`config.mk`:
```
export PLATFORM = sky130hd
export DESIGN_NAME = redmule_mx_exp_unpacker
export DESIGN_NICKNAME = d
export VERILOG_FILES = /design/src/rtl/redmule_pkg.sv /design/src/rtl/redmule_mx_exp_unpacker.sv
export SDC_FILE = /design/constraint.sdc
export NUM_CORES = 2
export LEC_CHECK = 0
export BUFFER_PORTS_ARGS = -buffer_cell sky130_fd_sc_hd__buf_2
export CORE_MARGIN = 2
export CORE_UTILIZATION = 42
export DETAILED_ROUTE_END_ITERATION = 10
export GPL_ROUTABILITY_DRIVEN = 0
export PLACE_DENSITY = 0.76
export SLEW_MARGIN = 20
export SYNTH_ARGS = -nofsm -noshare
export SYNTH_HDL_FRONTEND = slang
export SYNTH_SLANG_ARGS = --single-unit
```
`constraint.sdc`:
```
create_clock -name clk_i -period 9.2 [get_ports clk_i]
set_input_delay 1.84 -clock clk_i [delete_from_list [all_inputs] [get_ports clk_i]]
set_output_delay 1.84 -clock clk_i [all_outputs]
set_load 0.02 [all_outputs]
```
`src/rtl/redmule_pkg.sv`:
```
// Shared RedMulE definitions for the MX datapath.
// Block size, exponent width and exponent-unpacker FSM states.
package redmule_pkg;

  localparam int unsigned MX_BLK_SIZE = 32;
  localparam int unsigned MX_EXP_W    = 8;

  typedef enum logic [1:0] {
    IDLE = 2'd0,
    RUN  = 2'd1,
    DONE = 2'd2
  } mx_exp_unpack_state_e;

endpackage

```
`src/rtl/redmule_mx_exp_unpacker.sv`:
```
// Splits 64-byte MX exponent beats into one shared exponent per handshake.
// Optional protocol checker: define REDMULE_MX_EXP_CHECK_EN.
module redmule_mx_exp_unpacker
  import redmule_pkg::*;
#(
  parameter int unsigned BEAT_W = 512,
  parameter int unsigned EXP_W  = MX_EXP_W,
  parameter int unsigned CNT_W  = 32
) (
  input  logic              clk_i,
  input  logic              rst_i,
  input  logic              clear_i,
  input  logic              start_i,
  input  logic [CNT_W-1:0]  num_blocks_i,
  input  logic              exp_valid_i,
  output logic              exp_ready_o,
  input  logic [BEAT_W-1:0] exp_data_i,
  output logic              blk_exp_valid_o,
  input  logic              blk_exp_ready_i,
  output logic [EXP_W-1:0]  blk_exp_o,
  output logic [CNT_W-1:0]  blk_idx_o,
  output logic              last_o,
  output logic              busy_o,
  output logic              done_o,
  output logic              err_o
);

  localparam int unsigned EPB   = BEAT_W / EXP_W;
  localparam int unsigned IDX_W = $clog2(EPB);

  mx_exp_unpack_state_e state_q, state_d;

  logic [CNT_W-1:0]  nb_q;
  logic [CNT_W-1:0]  blk_cnt_q;
  logic [IDX_W-1:0]  byte_idx_q;
  logic [CNT_W:0]    beats_rcvd_q;
  logic [CNT_W:0]    beats_req;
  logic [BEAT_W-1:0] buf_q;
  logic              buf_valid_q;
  logic              run;
  logic              byte_last;
  logic              out_hs;
  logic              in_hs;

  assign run       = (state_q == RUN);
  assign byte_last = (byte_idx_q == IDX_W'(EPB - 1));
  assign beats_req = ({1'b0, nb_q} + (CNT_W+1)'(EPB - 1)) >> IDX_W;

  assign blk_exp_valid_o = run && buf_valid_q;
  assign blk_exp_o       = buf_q[byte_idx_q*EXP_W +: EXP_W];
  assign blk_idx_o       = blk_cnt_q;
  assign last_o          = blk_exp_valid_o &&
                           (blk_cnt_q == nb_q - CNT_W'(1));
  assign out_hs          = blk_exp_valid_o && blk_exp_ready_i;

  assign exp_ready_o = run &&
                       (!buf_valid_q || (out_hs && (byte_last || last_o))) &&
                       (beats_rcvd_q < beats_req);
  assign in_hs       = exp_valid_i && exp_ready_o;

  assign busy_o = (state_q != IDLE);
  assign done_o = (state_q == DONE);

  // State register
  always_ff @(posedge clk_i) begin
    if (rst_i || clear_i) state_q <= IDLE;
    else                  state_q <= state_d;
  end

  // Next-state decode
  always_comb begin
    state_d = state_q;
    unique case (1'b1)
      (state_q == IDLE): begin
        if (start_i) state_d = (num_blocks_i == '0) ? DONE : RUN;
      end
      (state_q == RUN): begin
        if (out_hs && last_o) state_d = DONE;
      end
      (state_q == DONE): state_d = IDLE;
      default:           state_d = IDLE;
    endcase
  end

  // Job counters and beat buffer; new beat wins over consuming the old one
  always_ff @(posedge clk_i) begin
    if (rst_i || clear_i) begin
      nb_q         <= '0;
      blk_cnt_q    <= '0;
      byte_idx_q   <= '0;
      beats_rcvd_q <= '0;
      buf_q        <= '0;
      buf_valid_q  <= 1'b0;
    end else begin
      if ((state_q == IDLE) && start_i && (num_blocks_i != '0)) begin
        nb_q         <= num_blocks_i;
        blk_cnt_q    <= '0;
        byte_idx_q   <= '0;
        beats_rcvd_q <= '0;
        buf_valid_q  <= 1'b0;
      end
      if (out_hs) begin
        blk_cnt_q  <= blk_cnt_q + CNT_W'(1);
        byte_idx_q <= byte_last ? '0 : byte_idx_q + IDX_W'(1);
      end
      if (in_hs) begin
        buf_q        <= exp_data_i;
        buf_valid_q  <= 1'b1;
        beats_rcvd_q <= beats_rcvd_q + (CNT_W+1)'(1);
      end else if (out_hs && (byte_last || last_o)) begin
        buf_valid_q <= 1'b0;
      end
    end
  end

`ifdef REDMULE_MX_EXP_CHECK_EN
  logic err_q;
  logic err_set;

  assign err_set = (exp_valid_i && !run) ||
                   (exp_valid_i && run && (beats_rcvd_q >= beats_req)) ||
                   (start_i && busy_o);

  // Sticky protocol error; a new job clears it
  always_ff @(posedge clk_i) begin
    if (rst_i || clear_i)                  err_q <= 1'b0;
    else if (err_set)                      err_q <= 1'b1;
    else if ((state_q == IDLE) && start_i) err_q <= 1'b0;
  end

  assign err_o = err_q;
`else
  assign err_o = 1'b0;
`endif

endmodule

```
# Yosys cells after proc, flatten, opt, wreduce, memory -nomap -nowiden
# Index checks and enable logic that the tools add are counted.
[classes]
reduce_logical = 22
eq_ne = 6
shift = 1
magnitude_cmp = 1
muxes = 14
n_addsub = 5
[ops]
columns = ["op", "count"]
rows = [
  ["$shiftx A512 B10 Y8", 1],
  ["$mux W33", 2],
  ["$mux W32", 2],
  ["$add A32 B6 Y33 const B", 1],
  ["$add A33 B1 Y33 const B", 1],
  ["$lt A33 B27 Y1", 1],
  ["$add A32 B1 Y32 const B", 1],
  ["$eq A32 B32 Y1", 1],
  ["$logic_not A32 Y1", 1],
  ["$reduce_bool A32 Y1", 1],
  ["$sub A32 B1 Y32 const B", 1],
  ["$mux W6", 3],
  ["$logic_and A1 B1 Y1", 10],
  ["$add A6 B1 Y6 const B", 1],
  ["$eq A6 B6 Y1 const B", 1],
  ["$mux W2", 3],
  ["$reduce_bool A2 Y1", 3],
  ["$pmux W2 S2", 1],
  ["$logic_or A1 B1 Y1", 3],
  ["$mux W1", 3],
  ["$reduce_bool A3 Y1", 1],
  ["$eq A2 B1 Y1 const B", 1],
  ["$eq A2 B2 Y1 const B", 1],
  ["$logic_not A2 Y1", 1],
  ["other kinds (4)", 4],
]
[word_totals]
register_bits = 618

# Depth between registers and ports, before layout
[depth]
word_depth = 10
ltp_mapped = 24
mapped_depth_nobuf = 19

# Least setup slack after synthesis
# OpenSTA, ideal clock, no wires.
[synth_timing]
path_kind = "register -> output"
startpoint = "register nb_q[2]"
endpoint = "output port exp_ready_o"
path_stages_with_launch = 18
arrival_time_ps = 3584
slack_ps = 3776
path_cell_list = "dfxtp_1 clkbuf_1 or4_1 clkbuf_1 nor2_1 nor2_1 nand3_1 nor3_1 nand3_1 xor2_1 ha_1 nand3_1 nor3_1 a221oi_1 nand3_1 a31oi_1 o2111ai_1 a21oi_1"
[synth_between]
elab_chain_len = 8
[synth_lines]
columns = ["item", "line", "text"]
rows = [
  ["start: declaration", "redmule_mx_exp_unpacker.sv:33", "logic [CNT_W-1:0] nb_q;"],
  ["start signal: assignment", "redmule_mx_exp_unpacker.sv:96", "nb_q <= num_blocks_i;"],
  ["parallel branches: the longest is 7 deep, another holds $add A32 B6 Y33", "-", ""],
  ["$logic_and A1 B1 Y1 (*)", "redmule_mx_exp_unpacker.sv:57", "(!buf_valid_q || (out_hs && (byte_last || last_o))) &&"],
  ["end: declaration", "redmule_mx_exp_unpacker.sv:16", "output logic exp_ready_o,"],
]
# Mark *: on every way between the ends.

# Worst setup path after layout
[layout_timing]
startpoint = "register nb_q[0]"
endpoint = "output port exp_ready_o"
# Same word-level chain as after synthesis.

==> impl_metrics.yaml <==
worst_setup_path:
  worstPathArrival_ns: 4.73
  endpoint_kind: "output port"
  worstSetupStartpointType: "flop"
  worst-path-max-fanout: 10
  critical_path_class: "flop to output port"
  worstPathRequired_ns: 7.36
sta:
  finClkSkew_ns: 0.0598
  fmax_mhz: 152
  whs_ns: 0.447
  rsz0062_at_grt: "false"
  finalWorstSetupSlack_ns: 2.63
  worstMarginPinSlew_ns: 1.10
  relSlewSlack: 0.264
  setup_viol: 0
  fin_crit_sh: 0.714
  finalHoldViolCount: 0
  slew_violations: 0
  tns_ns: 0
  fin_crit_ns: 6.57
clock_network:
  cts_sinks: 618
  path_clk_slew_ns: 0.06
  cts_buffers: 68
  htreeDepth: 3
  clockRootBuffer: "clkbuf_16"
  post_cts_buffers: 0
  cts_resized: 0
  clkLatencyLatePin_ns: 0.62
  clockBufferDepth: 3
  cts_tree: "yes"
  cts-hold-fix-buffers: 0
floorplanning:
  chipHeight_um: 265
  die-area_um2: 70000
  initial_core_util: 0.425
  core_um2: 67200
  die_w_um: 265
  placementRows: 95
  ioPinCount: 596
synth:
  syn_nets: 3970
  syn_inst: 3390
  synth_edf_count: 0
  seq_area_frac_synth: 0.434
  synth-seq-cells: 618
  syn_area_um2: 28500
  synth_warnings: 0
  async_reset_ff_frac: 0
  synth_ff_type: "dfxtp_1"
  avgSynthCellArea_um2: 8.42
  synth_cell_type_count: 63
global_route:
  track_usage: 0.270
  grt_pass1_wl_mm: 147
  antenna_found_initial: 64
  grt_max_degree: 220
  grt_overflow_total: 0
  grt_pass1_vias: 25300
finish:
  area_growth_pct: 20.0
  final_core_util: 0.510
  nets: 4376
  drive_gt1_frac: 0.240
  mostFrequentLayoutCells: "nand2_1 (1154), dfxtp_1 (614), a21oi_1 (602)"
  final_common_cell: "nand2_1"
outcome:
  status: "complete, no violations"
power_and_ir_drop:
  power_density_nw_per_um2: 178
  p_int_mw: 4.64
  comb_power_share: 0.069
  switchingPower_mw: 1.45
  max-vdd-ir-drop_v: 0.000132
  p_sw_frac: 0.238
  clkPwrFrac: 0.485
  p_leak_nw: 12.1
  seqPwrFrac: 0.447
place:
  pre_cts_slack_ns: 3.39
  portBuffers: 594
  dpl.hpwl_mm: 69.5
flow_run:
  maxCapViolations: 0
route:
  wire_per_inst_um: 20.5
  route.vias.total: 26700
  final_antenna_net_count: 0
  drcViolationCount: 0
  via_per_inst: 5.59
  finalWirelength_mm: 97.8
  drtPass1Iterations: 6
  drt_iter0_drc: 2498
min_path:
  hold_path.class: "flop to flop"
==> state kept, by name, indices dropped and copies added (netlist names) <==
register and count:
beats_rcvd_q 33, blk_idx_o 32, buf_q 512, buf_valid_q 1, byte_idx_q 6, nb_q 32, state_q 2
==> kinds of logic (layout without fill, tap and decap cells) <==
group | count (synthesis) | after routing | share of synthesized area
simple gates | 1497 | 1497 | 0.219
compound gates | 711 | 711 | 0.134
flops | 618 | 618 | 0.434
buf+inv | 288 | 747 | 0.0432
mux | 175 | 175 | 0.135
xor+xnor | 70 | 70 | 0.0215
fa+ha+maj | 30 | 30 | 0.0132
other cells | 1 | 48 | 0.000131
==> Yosys cell counts (all sizes together), types with 21 or more instances <==
master	n	area share
a21oi	602	0.11
and3	25	0.0055
buf	78	0.016
clkbuf	200	0.026
dfxtp	618	0.43
ha	30	0.013
mux4	168	0.13
nand2	1154	0.15
nand3	82	0.014
nand4	30	0.0066
nor2	71	0.0093
nor3	21	0.0037
nor4	27	0.0061
o21ai	24	0.0042
or3	25	0.0055
xnor2	39	0.012
xor2	31	0.0095
==> final timing paths <==
| kind | from | end | slack, ns | cells past startpoint |
|---|---|---|---|---|
| worst min-delay path | buf_q[326] | buf_q[326] | 0.45 | 2 |
| worst max register to register | nb_q[0] | buf_q[357] | 3.19 | 19 |
| worst min register to register | buf_q[326] | buf_q[326] | 0.45 | 2 |
| worst max-delay path | nb_q[0] | exp_ready_o | 2.63 | 18 |
==> final cells by class <==
class	count	area [µm²]
fillers	6216	32900
multi-input cells	2484	14900
flip-flops and latches	618	12400
repair buffers	614	3220
clock buffers	91	1940
well taps	873	1090
clock inverters	32	507
diodes	47	118
inverters	10	37.5
==> critical path: stages (launching register included) <==
cell       delay [ns]
dfxtp_1          0.45
inv_1            0.08
ha_1             0.32
inv_1            0.18
nor2_1           0.10
nor2_1           0.28
nand3_1          0.12
nor3_1           0.42
nand2_1          0.13
xor2_1           0.18
ha_1             0.30
nand3_1          0.12
nor4_1           0.50
o21ai_0          0.25
nand3_1          0.14
a31oi_1          0.05
o2111ai_1        0.24
a21oi_1          0.09
buf_2            0.17
==> metal layers <==
layer  vias to the layer above  share of wire  GRT usage
met5                         -         0.0020          0
met4                        32          0.042      0.120
met3                       251          0.091     0.0652
met2                      1235           0.47      0.445
met1                     12600           0.39      0.336
li1                      12600              -          -
==> power by group through the flow <==
stage / Combinational, mW / Sequential, mW / Clock (mW)
6_report: 0.418 / 2.73 / 2.96
5_1_grt: 0.454 / 2.73 / 3.09
2_1_floorplan: 0.230 / 2.77 / 0
4_1_cts: 0.412 / 2.72 / 2.99
3_3_place_gp: 0.409 / 2.78 / 0
3_5_place_dp: 0.409 / 2.78 / 0
==> metrics by stage <==
stage,power [mW],area (µm²),std cells
after floorplan,3.00,28500,3390
after global placement,3.19,31700,4599
after detailed placement,3.19,31700,4599
after CTS,6.13,34100,4722
after global routing,6.27,34200,4761
final,6.10,34200,4769
Note: power is estimated with default switching activity, not from simulation.
